File: src/rtl/ieee488_pkg.sv
// rtl/ieee488_pkg.sv - IEEE-488 device command constants, handshake state encodings, rx entry type
// Ports: none (package).
package ieee488_pkg;

   // Primary/secondary command groups (byte with bit 7 masked)
   localparam logic [7:0] LAG_BASE = 8'h20;
   localparam logic [7:0] UNL      = 8'h3F;
   localparam logic [7:0] TAG_BASE = 8'h40;
   localparam logic [7:0] UNT      = 8'h5F;
   localparam logic [7:0] SCG_BASE = 8'h60;

   // Acceptor handshake states
   localparam logic [1:0] AH_IDLE  = 2'd0;
   localparam logic [1:0] AH_READY = 2'd1;
   localparam logic [1:0] AH_ACPT  = 2'd2;

   // Source handshake states
   localparam logic [1:0] SH_IDLE    = 2'd0;
   localparam logic [1:0] SH_SETTLE  = 2'd1;
   localparam logic [1:0] SH_WAITRFD = 2'd2;
   localparam logic [1:0] SH_DAV     = 2'd3;

   typedef struct packed {
      logic [7:0] data;
      logic       atn;
      logic       eoi;
   } rx_entry_t;

endpackage

File: src/rtl/ieee488_if.sv
// rtl/ieee488_if.sv - IEEE-488 bus lines seen by one device (all active-low)
// Ports: *_i = sampled wired-AND bus level, *_o = this device's drive (1/FF = released).
//        slave modport = device side, master modport = bus/controller side.
interface ieee488_if;
   logic [7:0] data_i;
   logic       atn_i;
   logic       ifc_i;
   logic       dav_i;
   logic       eoi_i;
   logic       nrfd_i;
   logic       ndac_i;
   logic [7:0] data_o;
   logic       dav_o;
   logic       eoi_o;
   logic       nrfd_o;
   logic       ndac_o;

   modport slave (
      input  data_i, atn_i, ifc_i, dav_i, eoi_i, nrfd_i, ndac_i,
      output data_o, dav_o, eoi_o, nrfd_o, ndac_o
   );

   modport master (
      output data_i, atn_i, ifc_i, dav_i, eoi_i, nrfd_i, ndac_i,
      input  data_o, dav_o, eoi_o, nrfd_o, ndac_o
   );
endinterface

File: src/rtl/ieee488_sh.sv
// rtl/ieee488_sh.sv - IEEE-488 source handshake FSM with data settle counter
// Ports: clk/reset/ce; run = talking with ATN and IFC high; tx_* = host byte stream;
//        nrfd_i/ndac_i = bus levels; data_o/eoi_o/dav_o = active-low drives; tx_ready = accept pulse.
module ieee488_sh
   import ieee488_pkg::*;
#(
   parameter int unsigned SETTLE_CYC = 2
) (
   input  logic       clk,
   input  logic       reset,
   input  logic       ce,
   input  logic       run,
   input  logic [7:0] tx_data,
   input  logic       tx_eoi,
   input  logic       tx_valid,
   input  logic       nrfd_i,
   input  logic       ndac_i,
   output logic [7:0] data_o,
   output logic       eoi_o,
   output logic       dav_o,
   output logic       tx_ready
);

   logic [1:0] state_q, state_d;
   logic [7:0] cnt_q, cnt_d;
   logic [7:0] data_q, data_d;
   logic       eoi_q, eoi_d;
   logic       dav_q, dav_d;
   logic       ready_q, ready_d;

   always_comb begin
      state_d = state_q;
      cnt_d   = cnt_q;
      data_d  = data_q;
      eoi_d   = eoi_q;
      dav_d   = dav_q;
      ready_d = ready_q;
      if (ce) begin
         ready_d = 1'b0;
         if (!run) begin
            // Abort: release everything, no ready pulse so the host keeps the byte
            state_d = SH_IDLE;
            data_d  = 8'hFF;
            eoi_d   = 1'b1;
            dav_d   = 1'b1;
         end else begin
            case (state_q)
               SH_IDLE: begin
                  // The byte just acknowledged is still offered during the ready pulse
                  if (tx_valid && !ready_q) begin
                     data_d  = ~tx_data;
                     eoi_d   = ~tx_eoi;
                     cnt_d   = 8'(SETTLE_CYC);
                     state_d = SH_SETTLE;
                  end
               end
               SH_SETTLE: begin
                  if (cnt_q <= 8'd1) begin
                     cnt_d   = 8'd0;
                     state_d = SH_WAITRFD;
                  end else begin
                     cnt_d = cnt_q - 8'd1;
                  end
               end
               SH_WAITRFD: begin
                  if (nrfd_i) begin
                     dav_d   = 1'b0;
                     state_d = SH_DAV;
                  end
               end
               default: begin
                  if (ndac_i) begin
                     dav_d   = 1'b1;
                     data_d  = 8'hFF;
                     eoi_d   = 1'b1;
                     ready_d = 1'b1;
                     state_d = SH_IDLE;
                  end
               end
            endcase
         end
      end
   end

   always_ff @(posedge clk) begin
      if (reset) begin
         state_q <= SH_IDLE;
         cnt_q   <= 8'd0;
         data_q  <= 8'hFF;
         eoi_q   <= 1'b1;
         dav_q   <= 1'b1;
         ready_q <= 1'b0;
      end else begin
         state_q <= state_d;
         cnt_q   <= cnt_d;
         data_q  <= data_d;
         eoi_q   <= eoi_d;
         dav_q   <= dav_d;
         ready_q <= ready_d;
      end
   end

   assign data_o   = data_q;
   assign eoi_o    = eoi_q;
   assign dav_o    = dav_q;
   assign tx_ready = ready_q;

endmodule

File: src/rtl/ieee488_device.sv
// rtl/ieee488_device.sv - IEEE-488 device end: acceptor handshake, address decode, source handshake
// Ports: clk/reset(sync, active-high)/ce; bus = IEEE-488 lines (slave modport);
//        rx_* = received byte stream to host; tx_* = byte stream to talk; listening/talking = address state.
module ieee488_device
   import ieee488_pkg::*;
#(
   parameter int unsigned DEV_ADDR   = 8,
   parameter int unsigned SETTLE_CYC = 2
) (
   input  logic        clk,
   input  logic        reset,
   input  logic        ce,
   ieee488_if.slave    bus,
   output logic [7:0]  rx_data,
   output logic        rx_atn,
   output logic        rx_eoi,
   output logic        rx_valid,
   input  logic        rx_ready,
   input  logic [7:0]  tx_data,
   input  logic        tx_eoi,
   input  logic        tx_valid,
   output logic        tx_ready,
   output logic        listening,
   output logic        talking
);

   localparam logic [7:0] MY_LAG = LAG_BASE | 8'(DEV_ADDR & 31);
   localparam logic [7:0] MY_TAG = TAG_BASE | 8'(DEV_ADDR & 31);

   logic [1:0] ah_state_q, ah_state_d;
   rx_entry_t  rx_q, rx_d;
   logic       rx_valid_q, rx_valid_d;
   logic       listening_q, listening_d;
   logic       talking_q, talking_d;
   logic       addressed_q, addressed_d;
   logic       participate;
   logic       latch;
   logic [7:0] byte_in;
   logic [7:0] cmd;
   logic       sh_run;

   always_comb begin
      participate = !bus.atn_i || listening_q;
      byte_in     = ~bus.data_i;
      cmd         = byte_in & 8'h7F;
      latch       = 1'b0;
      ah_state_d  = ah_state_q;
      rx_d        = rx_q;
      rx_valid_d  = rx_valid_q;
      listening_d = listening_q;
      talking_d   = talking_q;
      addressed_d = addressed_q;
      if (ce) begin
         if (!bus.ifc_i) begin
            ah_state_d  = AH_IDLE;
            rx_valid_d  = 1'b0;
            listening_d = 1'b0;
            talking_d   = 1'b0;
            addressed_d = 1'b0;
         end else begin
            if (rx_valid_q && rx_ready) rx_valid_d = 1'b0;
            if (!participate) begin
               ah_state_d = AH_IDLE;
            end else begin
               case (ah_state_q)
                  // Entering READY on the first ATN-low edge pulls NDAC before DAV is looked at
                  AH_IDLE:  ah_state_d = AH_READY;
                  AH_READY: begin
                     if (!bus.dav_i && !rx_valid_q) begin
                        ah_state_d = AH_ACPT;
                        latch      = 1'b1;
                     end
                  end
                  AH_ACPT:  if (bus.dav_i) ah_state_d = AH_READY;
                  default:  ah_state_d = AH_IDLE;
               endcase
            end
            if (latch) begin
               if (!bus.atn_i) begin
                  if (cmd == MY_LAG) begin
                     listening_d = 1'b1;
                     talking_d   = 1'b0;
                     addressed_d = 1'b1;
                  end else if (cmd == UNL) begin
                     listening_d = 1'b0;
                     addressed_d = 1'b0;
                  end else if (cmd == MY_TAG) begin
                     talking_d   = 1'b1;
                     listening_d = 1'b0;
                     addressed_d = 1'b1;
                  end else if (cmd >= TAG_BASE && cmd <= UNT) begin
                     // Another talker address implicitly untalks us
                     talking_d   = 1'b0;
                     addressed_d = 1'b0;
                  end else if (cmd >= LAG_BASE && cmd < UNL) begin
                     addressed_d = 1'b0;
                  end else if (cmd >= SCG_BASE) begin
                     // Secondary goes to the host only right after our own primary
                     if (addressed_q) begin
                        rx_d       = '{data: byte_in, atn: 1'b1, eoi: !bus.eoi_i};
                        rx_valid_d = 1'b1;
                     end
                     addressed_d = 1'b0;
                  end
               end else begin
                  rx_d       = '{data: byte_in, atn: 1'b0, eoi: !bus.eoi_i};
                  rx_valid_d = 1'b1;
               end
            end
         end
      end
   end

   always_ff @(posedge clk) begin
      if (reset) begin
         ah_state_q  <= AH_IDLE;
         rx_q        <= '{data: 8'h00, atn: 1'b0, eoi: 1'b0};
         rx_valid_q  <= 1'b0;
         listening_q <= 1'b0;
         talking_q   <= 1'b0;
         addressed_q <= 1'b0;
      end else begin
         ah_state_q  <= ah_state_d;
         rx_q        <= rx_d;
         rx_valid_q  <= rx_valid_d;
         listening_q <= listening_d;
         talking_q   <= talking_d;
         addressed_q <= addressed_d;
      end
   end

   // NRFD is only released in READY with room in the rx buffer
   assign bus.nrfd_o = (ah_state_q == AH_IDLE) || (ah_state_q == AH_READY && !rx_valid_q);
   assign bus.ndac_o = (ah_state_q != AH_READY);

   assign sh_run = talking_q && bus.atn_i && bus.ifc_i;

   ieee488_sh #(.SETTLE_CYC(SETTLE_CYC)) u_sh (
      .clk      (clk),
      .reset    (reset),
      .ce       (ce),
      .run      (sh_run),
      .tx_data  (tx_data),
      .tx_eoi   (tx_eoi),
      .tx_valid (tx_valid),
      .nrfd_i   (bus.nrfd_i),
      .ndac_i   (bus.ndac_i),
      .data_o   (bus.data_o),
      .eoi_o    (bus.eoi_o),
      .dav_o    (bus.dav_o),
      .tx_ready (tx_ready)
   );

   assign rx_data   = rx_q.data;
   assign rx_atn    = rx_q.atn;
   assign rx_eoi    = rx_q.eoi;
   assign rx_valid  = rx_valid_q;
   assign listening = listening_q;
   assign talking   = talking_q;

endmodule

File: src/flat_wrapper.sv
// flat-port wrapper written by rule: the top's interface ports become plain ports
module ieee488_device_flat import ieee488_pkg::*;
#(
   parameter int unsigned DEV_ADDR   = 8,
   parameter int unsigned SETTLE_CYC = 2
)
  (clk, reset, ce, rx_data, rx_atn, rx_eoi, rx_valid, rx_ready, tx_data, tx_eoi, tx_valid, tx_ready, listening, talking, bus_data_i, bus_atn_i, bus_ifc_i, bus_dav_i, bus_eoi_i, bus_nrfd_i, bus_ndac_i, bus_data_o, bus_dav_o, bus_eoi_o, bus_nrfd_o, bus_ndac_o);
  ieee488_if bus_i ();
  input  logic clk;
  input  logic reset;
  input  logic ce;
  output logic [7:0] rx_data;
  output logic rx_atn;
  output logic rx_eoi;
  output logic rx_valid;
  input  logic rx_ready;
  input  logic [7:0] tx_data;
  input  logic tx_eoi;
  input  logic tx_valid;
  output logic tx_ready;
  output logic listening;
  output logic talking;
  input wire logic [$bits(bus_i.data_i)-1:0] bus_data_i;
  input wire logic [$bits(bus_i.atn_i)-1:0] bus_atn_i;
  input wire logic [$bits(bus_i.ifc_i)-1:0] bus_ifc_i;
  input wire logic [$bits(bus_i.dav_i)-1:0] bus_dav_i;
  input wire logic [$bits(bus_i.eoi_i)-1:0] bus_eoi_i;
  input wire logic [$bits(bus_i.nrfd_i)-1:0] bus_nrfd_i;
  input wire logic [$bits(bus_i.ndac_i)-1:0] bus_ndac_i;
  output wire logic [$bits(bus_i.data_o)-1:0] bus_data_o;
  output wire logic [$bits(bus_i.dav_o)-1:0] bus_dav_o;
  output wire logic [$bits(bus_i.eoi_o)-1:0] bus_eoi_o;
  output wire logic [$bits(bus_i.nrfd_o)-1:0] bus_nrfd_o;
  output wire logic [$bits(bus_i.ndac_o)-1:0] bus_ndac_o;
  assign bus_i.data_i = bus_data_i;
  assign bus_i.atn_i = bus_atn_i;
  assign bus_i.ifc_i = bus_ifc_i;
  assign bus_i.dav_i = bus_dav_i;
  assign bus_i.eoi_i = bus_eoi_i;
  assign bus_i.nrfd_i = bus_nrfd_i;
  assign bus_i.ndac_i = bus_ndac_i;
  assign bus_data_o = bus_i.data_o;
  assign bus_dav_o = bus_i.dav_o;
  assign bus_eoi_o = bus_i.eoi_o;
  assign bus_nrfd_o = bus_i.nrfd_o;
  assign bus_ndac_o = bus_i.ndac_o;
  ieee488_device #(.DEV_ADDR(DEV_ADDR), .SETTLE_CYC(SETTLE_CYC)) u_core (.clk(clk), .reset(reset), .ce(ce), .bus(bus_i), .rx_data(rx_data), .rx_atn(rx_atn), .rx_eoi(rx_eoi), .rx_valid(rx_valid), .rx_ready(rx_ready), .tx_data(tx_data), .tx_eoi(tx_eoi), .tx_valid(tx_valid), .tx_ready(tx_ready), .listening(listening), .talking(talking));
endmodule
File: config.mk
export PLATFORM = sky130hd
export DESIGN_NAME = ieee488_device_flat
export DESIGN_NICKNAME = d
export VERILOG_FILES = /design/src/rtl/ieee488_pkg.sv /design/src/rtl/ieee488_if.sv /design/src/rtl/ieee488_sh.sv /design/src/rtl/ieee488_device.sv /design/src/flat_wrapper.sv
export SDC_FILE = /design/constraint.sdc
export NUM_CORES = 1
export LEC_CHECK = 0
export CORE_ASPECT_RATIO = 1.5
export CORE_MARGIN = 8
export CORE_UTILIZATION = 51
export CTS_CLUSTER_DIAMETER = 120
export DETAILED_ROUTE_END_ITERATION = 16
export PLACE_DENSITY = 0.84
export SLEW_MARGIN = 20
export SYNTH_ARGS = -nofsm -noshare
export SYNTH_HDL_FRONTEND = slang
export SYNTH_SLANG_ARGS = --single-unit
File: constraint.sdc
create_clock -name clk -period 2.8 [get_ports clk]
set_input_delay 0.28 -clock clk [delete_from_list [all_inputs] [get_ports clk]]
set_output_delay 0.28 -clock clk [all_outputs]
set_load 0.005 [all_outputs]
Word level (Yosys, flattened, before mapping)
Index checks and enable logic that the tools add are counted.

word-level totals
  word-level logic and storage cells = 160
  output and inout port bits = 26
  input bits = 28
  register bits = 37

operators by class
  bitwise logic cells = 3
  reductions and logical operators = 32
  muxes and demuxes = 74
  equal/unequal tests = 30
  order comparisons = 6
  add/subtract/negate cells = 1

operator list
  cell                                                                number
  2-to-1 mux 10 bit                                                   8
  2-to-1 mux 1 bit                                                    46
  2-to-1 mux 8 bit                                                    5
  one-hot mux 8 bit (2 select lines)                                  2
  AND reduction 4 bit                                                 5
  2-to-1 mux 2 bit                                                    9
  != test 2 bit (second input constant)                               9
  inverter 8 bit                                                      2
  equality test 7 x 6 -> 1 bit (second input constant)                2
  greater-or-equal comparator 7 bit (second input constant)           2
  one-hot mux 2 bit (3 select lines)                                  2
  AND reduction 10 bit                                                1
  AND reduction 5 bit                                                 2
  != test 3 x 2 -> 1 bit (second input constant)                      3
  != test 3 bit (second input constant)                               3
  <= comparator 8 x 1 -> 1 bit (second input constant)                1
  logical AND 1 bit                                                   8
  != test 4 x 1 -> 1 bit (second input constant)                      2
  != test 4 bit (second input constant)                               2
  subtractor 8 x 1 -> 8 bit (second input constant)                   1
  equality test 7 bit (second input constant)                         1
  greater-or-equal comparator 7 x 6 -> 1 bit (second input constant)  1
  <= comparator 7 bit (second input constant)                         1
  < comparator 7 x 6 -> 1 bit (second input constant)                 1
  other kinds (14)                                                    27

Longest topological paths before layout
  depth in word-level cells = 12
  mapped depth = 8
  mapped depth without buffers = 6

Hierarchy
From an unflattened synthesis, not the netlist that was laid out.

unflattened totals
  cell total of the unflattened synthesis = 224
  area total of the unflattened synthesis = 2028.2 um^2

by module, submodules not included
  module          seq. area each (um^2)  cells an instance  area an instance (um^2)  instances
  ieee488_sh      420.4                  127                1153.6                   1
  ieee488_device  320.3                  97                 874.6                    1

Worst setup path after synthesis
No wires, ideal clock.

  path kind = register to register
  start point = register u_core.u_sh.state_q[0]
  end point = register u_core.u_sh.cnt_q[5]
  data arrival time = 1764 ps
  buffers on the path = 1
  required time = 2730 ps
  library setup time = 70 ps
  slack = 966 ps
  stages on the path, launching flop included = 8
  period minus slack after synthesis = 1834 ps
  path through = dfxtp_1 inv_1 ha_1 clkbuf_1 o2111a_1 o211ai_1 or4_1 a21oi_1

between the ends
  longest elaborated chain between the ends = 3
  elaborated cells on any way between the ends = 6
  classes of those cells = eq/ne: 2; mux: 1; reduce/logical: 3

RTL lines
  what                                                             line              source
  start, declared                                                  ieee488_sh.sv:24  logic [1:0] state_q, state_d;
  start signal, assigned                                           ieee488_sh.sv:94  state_q <= state_d;
  equality test 2 x 1 -> 1 bit or zero test 2 bit (tied branches)  ieee488_sh.sv:47  case (state_q)
  nonzero test 2 bit (no line) or != test 2 bit (tied branches)    -
  AND reduction 4 bit (no line)                                    -
  end signal, assigned                                             ieee488_sh.sv:95  cnt_q <= cnt_d;
  end, declared                                                    ieee488_sh.sv:25  logic [7:0] cnt_q, cnt_d;

Parallel ways exist; a longest one is shown, timed or not.
A chain may end at the register's enable or synchronous reset.

Worst setup path after layout
  start point = register u_core.u_sh.state_q[0]
  end point = register u_core.u_sh.data_q[6], in the netlist u_core.u_sh.data_o[6]

between the ends
  longest elaborated chain between the ends = 4
  elaborated cells on any way between the ends = 10
  classes of those cells = eq/ne: 5; mux: 2; reduce/logical: 3

RTL lines
  what                                                                           line              source
  equality test 2 bit or equality test 2 x 1 -> 1 bit (tied branches)            ieee488_sh.sv:47
  OR reduction 2 bit (no line)                                                   -
  != test 2 bit (no line) or one-hot mux 8 bit (2 select lines) (tied branches)  -
  AND reduction 4 bit (no line) or 2-to-1 mux 8 bit (tied branches)              -
  end signal, assigned                                                           ieee488_sh.sv:96  data_q <= data_d;
  end, declared                                                                  ieee488_sh.sv:26  logic [7:0] data_q, data_d;

Parallel ways exist; a longest one is shown, timed or not.

==> metrics.md <==
| Metric | Value |
|---|---|
| Clk_skew | `0.00237 ns` |
| Layout cell share with drive strength beyond 1 | `5.40%` |
| Worst Tran Pin Value | `1.07 ns` |
| Worst Hold Depth | `2` |
| Clk Latency, worst-skew pair | `0.28 ns` |
| # IOs | `54` |
| Total negative setup slack | `0 ns` |
| Endpoint class of the critical path | `flip-flop` |
| Status | `finished, final reports clean` |
| Cell with the most instances after synthesis | `dfxtp_1` |
| Via count | `1,833` |
| Top cells by area, synth | `dfxtp_1 38%, mux2i_1 6.2%, a21oi_1 5.7%` |
| Total gr overflow | `0` |
| Wl on met1 | `2040 um` |
| Crit Path Category | `reg2reg` |
| H-tree depth | `2` |
| Metal3 WL | `298 um` |
| Clock Tree Root | `clkbuf_8` |
| PortBufs | `53` |
| 1st-pass router iterations | `4` |
| Number of flops mapped to enable cells by yosys | `0` |
| Fmax | `482 MHz` |
| Top routing layer in use | `met4` |
| Cell accounting for the most synthesized area | `dfxtp_1` |
| Final setup violation count | `0` |
| First-pass GRT wire length | `8060 um` |
| Initial Utilization | `52.9%` |
| Tot GR Track Use | `16.0%` |
| Post-CTS Resized | `0` |
| Die area | `0.00605 mm^2` |
| Max-slew violations | `0` |
| Util after Layout | `70.6%` |
| DRT iter0 DRCs | `146` |
| Setup slack, reg-to-reg | `0.73 ns` |
| Fin. Hold Viols | `0` |
| Worst Hold Class | `reg2reg` |
| Hold endpoint | `u_core.rx_data[1]` |
| Die X | `66.2 um` |
| # diodes | `0` |
| Most instantiated cells after synthesis | `37 x dfxtp_1, 22 x a21oi_1, 20 x nor2_1` |
| Post-DR wirelength/cell | `14.8 um` |
| Post-route ant nets | `0` |
| PD cells | `384 mW/mm^2` |
| Post-Syn Instances | `226` |
| Row count | `27` |
| DP Wirelength | `3630 um` |
| Synthesis-to-finish area growth | `33.6%` |
| Vias in the first global route | `1,772` |
| Shortest period the worst path allows | `2.07 ns` |
| Worst vdd ir | `0.313 mV` |
| Synth Register Bits | `37` |
| Largest net degree at the start of global routing | `23` |
| Static Leakage | `0.955 nW` |
| Startpoint of the worst hold path | `u_core.rx_data[1]` |
| Asr flop ratio synth | `0%` |
| Worst Path Arrival | `2.28 ns` |
| Yosys cell types | `45` |
| CTS Hold Bufs | `0` |
| # nets final | `312` |
| Chip height | `91.3 um` |
| Max_slew headroom | `28.2%` |
| R2r startpoint | `u_core.u_sh.state_q[0]` |
| Initial antenna violation count | `0` |
| Critical Path Fanout Max | `9` |
| TritonCTS buffer count | `5` |
| Clk sink count | `37` |
| Required @ worst endpoint | `3.00 ns` |
| Final WL | `4750 um` |
| Max-cap violations | `0` |
| Yosys Warn Count | `0` |
| Crit start category | `flip-flop` |
| Met2 WL post-DR | `2360 um` |
| Syn_nets | `260` |
| Syn avg cell area | `8.54 um^2` |
| DRC | `0` |
| Post-Syn Area | `0.00193 mm^2` |
| Final Wtd Congestion | `0.799` |
| CTS tree | `yes` |
| Worst flop-to-flop path endpoint | `u_core.u_sh.data_o[6]` |
| RSZ-0062 raised after global routing | `no` |
| DR vias/cell | `5.71` |
| Core area | `0.00365 mm^2` |
| Clock Pin Slew Worst Setup and Hold Paths | `0.07 ns` |
| Most used DFF post-synth | `dfxtp_1` |
| Synth top area share | `38.4%` |
| Final period util | `74.1%` |
| Max Buffers Root-to-Sink | `2` |
| Sequential-to-total area share from yosys stat | `38.4%` |
| Post CTS Setup Buffer Count | `0` |
| Worst reg-to-reg path cell count | `5` |
state kept, by name (all words and copies together), names as in the netlist:
register,cells
u_core.listening,1
u_core.talking,1
u_core.u_sh.eoi_o,1
u_core.rx_eoi,1
u_core.rx_data,8
u_core.u_sh.dav_o,1
u_core.u_sh.tx_ready,1
u_core.u_sh.cnt_q,8
u_core.u_sh.state_q,2
u_core.rx_valid,1
u_core.addressed_q,1
u_core.ah_state_q,2
u_core.u_sh.data_o,8
u_core.rx_atn,1
per-layer routing:
metal	vias to the layer above	global-route usage, %
li1	925	-
met1	853	17.8
met2	48	26.8
met3	7	5.78
met4	0	5.72
met5	-	0
layout by cell type, fill, tap and decap left out, drive strengths merged, types with 4 or more instances in the layout:
master,count
clkdlybuf4s50,53
nor2,20
o41ai,4
o31ai,5
inv,9
buf,4
nand3,5
dfxtp,37
a21oi,22
mux2i,12
and2,10
ha,6
or4,7
nand4,4
or3,13
clkbuf,7
nor2b,4
o21ai,13
nand3b,4
nand2,5
nor4,4
logic make-up (layout without fill, tap and decap cells):
family	Yosys count	count (layout)	share of synthesized area (%)
AO/OA/AOI/OAI	59	59	19.4
XOR/XNOR	2	2	0.908
adder cells (fa/ha/maj)	6	6	3.89
buffers and inverters	21	73	4.47
flip-flops	37	37	38.4
multiplexers	12	12	6.23
AND/OR/NAND/NOR	89	89	26.7
critical path, cell delays in order (launching register included):
cell      delay (ns)
dfxtp_1         0.35
inv_1           0.09
ha_1            0.30
nand2b_1        0.12
o211ai_1        0.87
mux2i_1         0.27
report_power, final:
group	internal (mW)	leakage (nW)	switching, mW
Combinational	0.0506	0.612	0.0427
Clock	0.195	0.0443	0.174
Sequential	0.527	0.298	0.000963
through the flow:
| stage | total power [mW] | hold WS [ns] | cell area, um^2 | std cells | worst slack [ns] |
|---|---|---|---|---|---|
| 2_1_floorplan | 0.577 | 0.373 | 1930 | 226 | 0.966 |
| 3_3_place_gp | 0.633 | 0.461 | 2490 | 314 | 0.465 |
| 3_5_place_dp | 0.633 | 0.469 | 2490 | 314 | 0.449 |
| 4_1_cts | 1.00 | 0.476 | 2580 | 321 | 0.694 |
| 5_1_grt | 1.03 | 0.498 | 2580 | 321 | 0.550 |
| 6_report | 0.990 | 0.479 | 2580 | 321 | 0.726 |
layout make-up:
class | instances | area, um^2
multi-input cells | 168 | 1100
fillers | 310 | 1070
flip-flops and latches | 37 | 741
repair buffers | 57 | 561
clock buffers | 7 | 86.3
well taps | 43 | 53.8
inverters | 9 | 33.8
worst max path at each step:
| stage | from | slack, ns | cells past startpoint | endpoint |
|---|---|---|---|---|
| 3_3_place_gp | bus_atn_i | 0.47 | 4 | u_core.u_sh.data_o[2] |
| 6_report | u_core.u_sh.state_q[0] | 0.73 | 5 | u_core.u_sh.data_o[6] |
| 5_1_grt | u_core.u_sh.state_q[0] | 0.55 | 5 | u_core.u_sh.data_o[6] |
| 4_1_cts | u_core.u_sh.state_q[0] | 0.69 | 5 | u_core.u_sh.data_o[2] |
| 2_1_floorplan | u_core.u_sh.state_q[0] | 0.97 | 7 | u_core.u_sh.cnt_q[5] |
| 3_5_place_dp | bus_atn_i | 0.45 | 4 | u_core.u_sh.data_o[2] |
(Power assumes the default switching activity.)
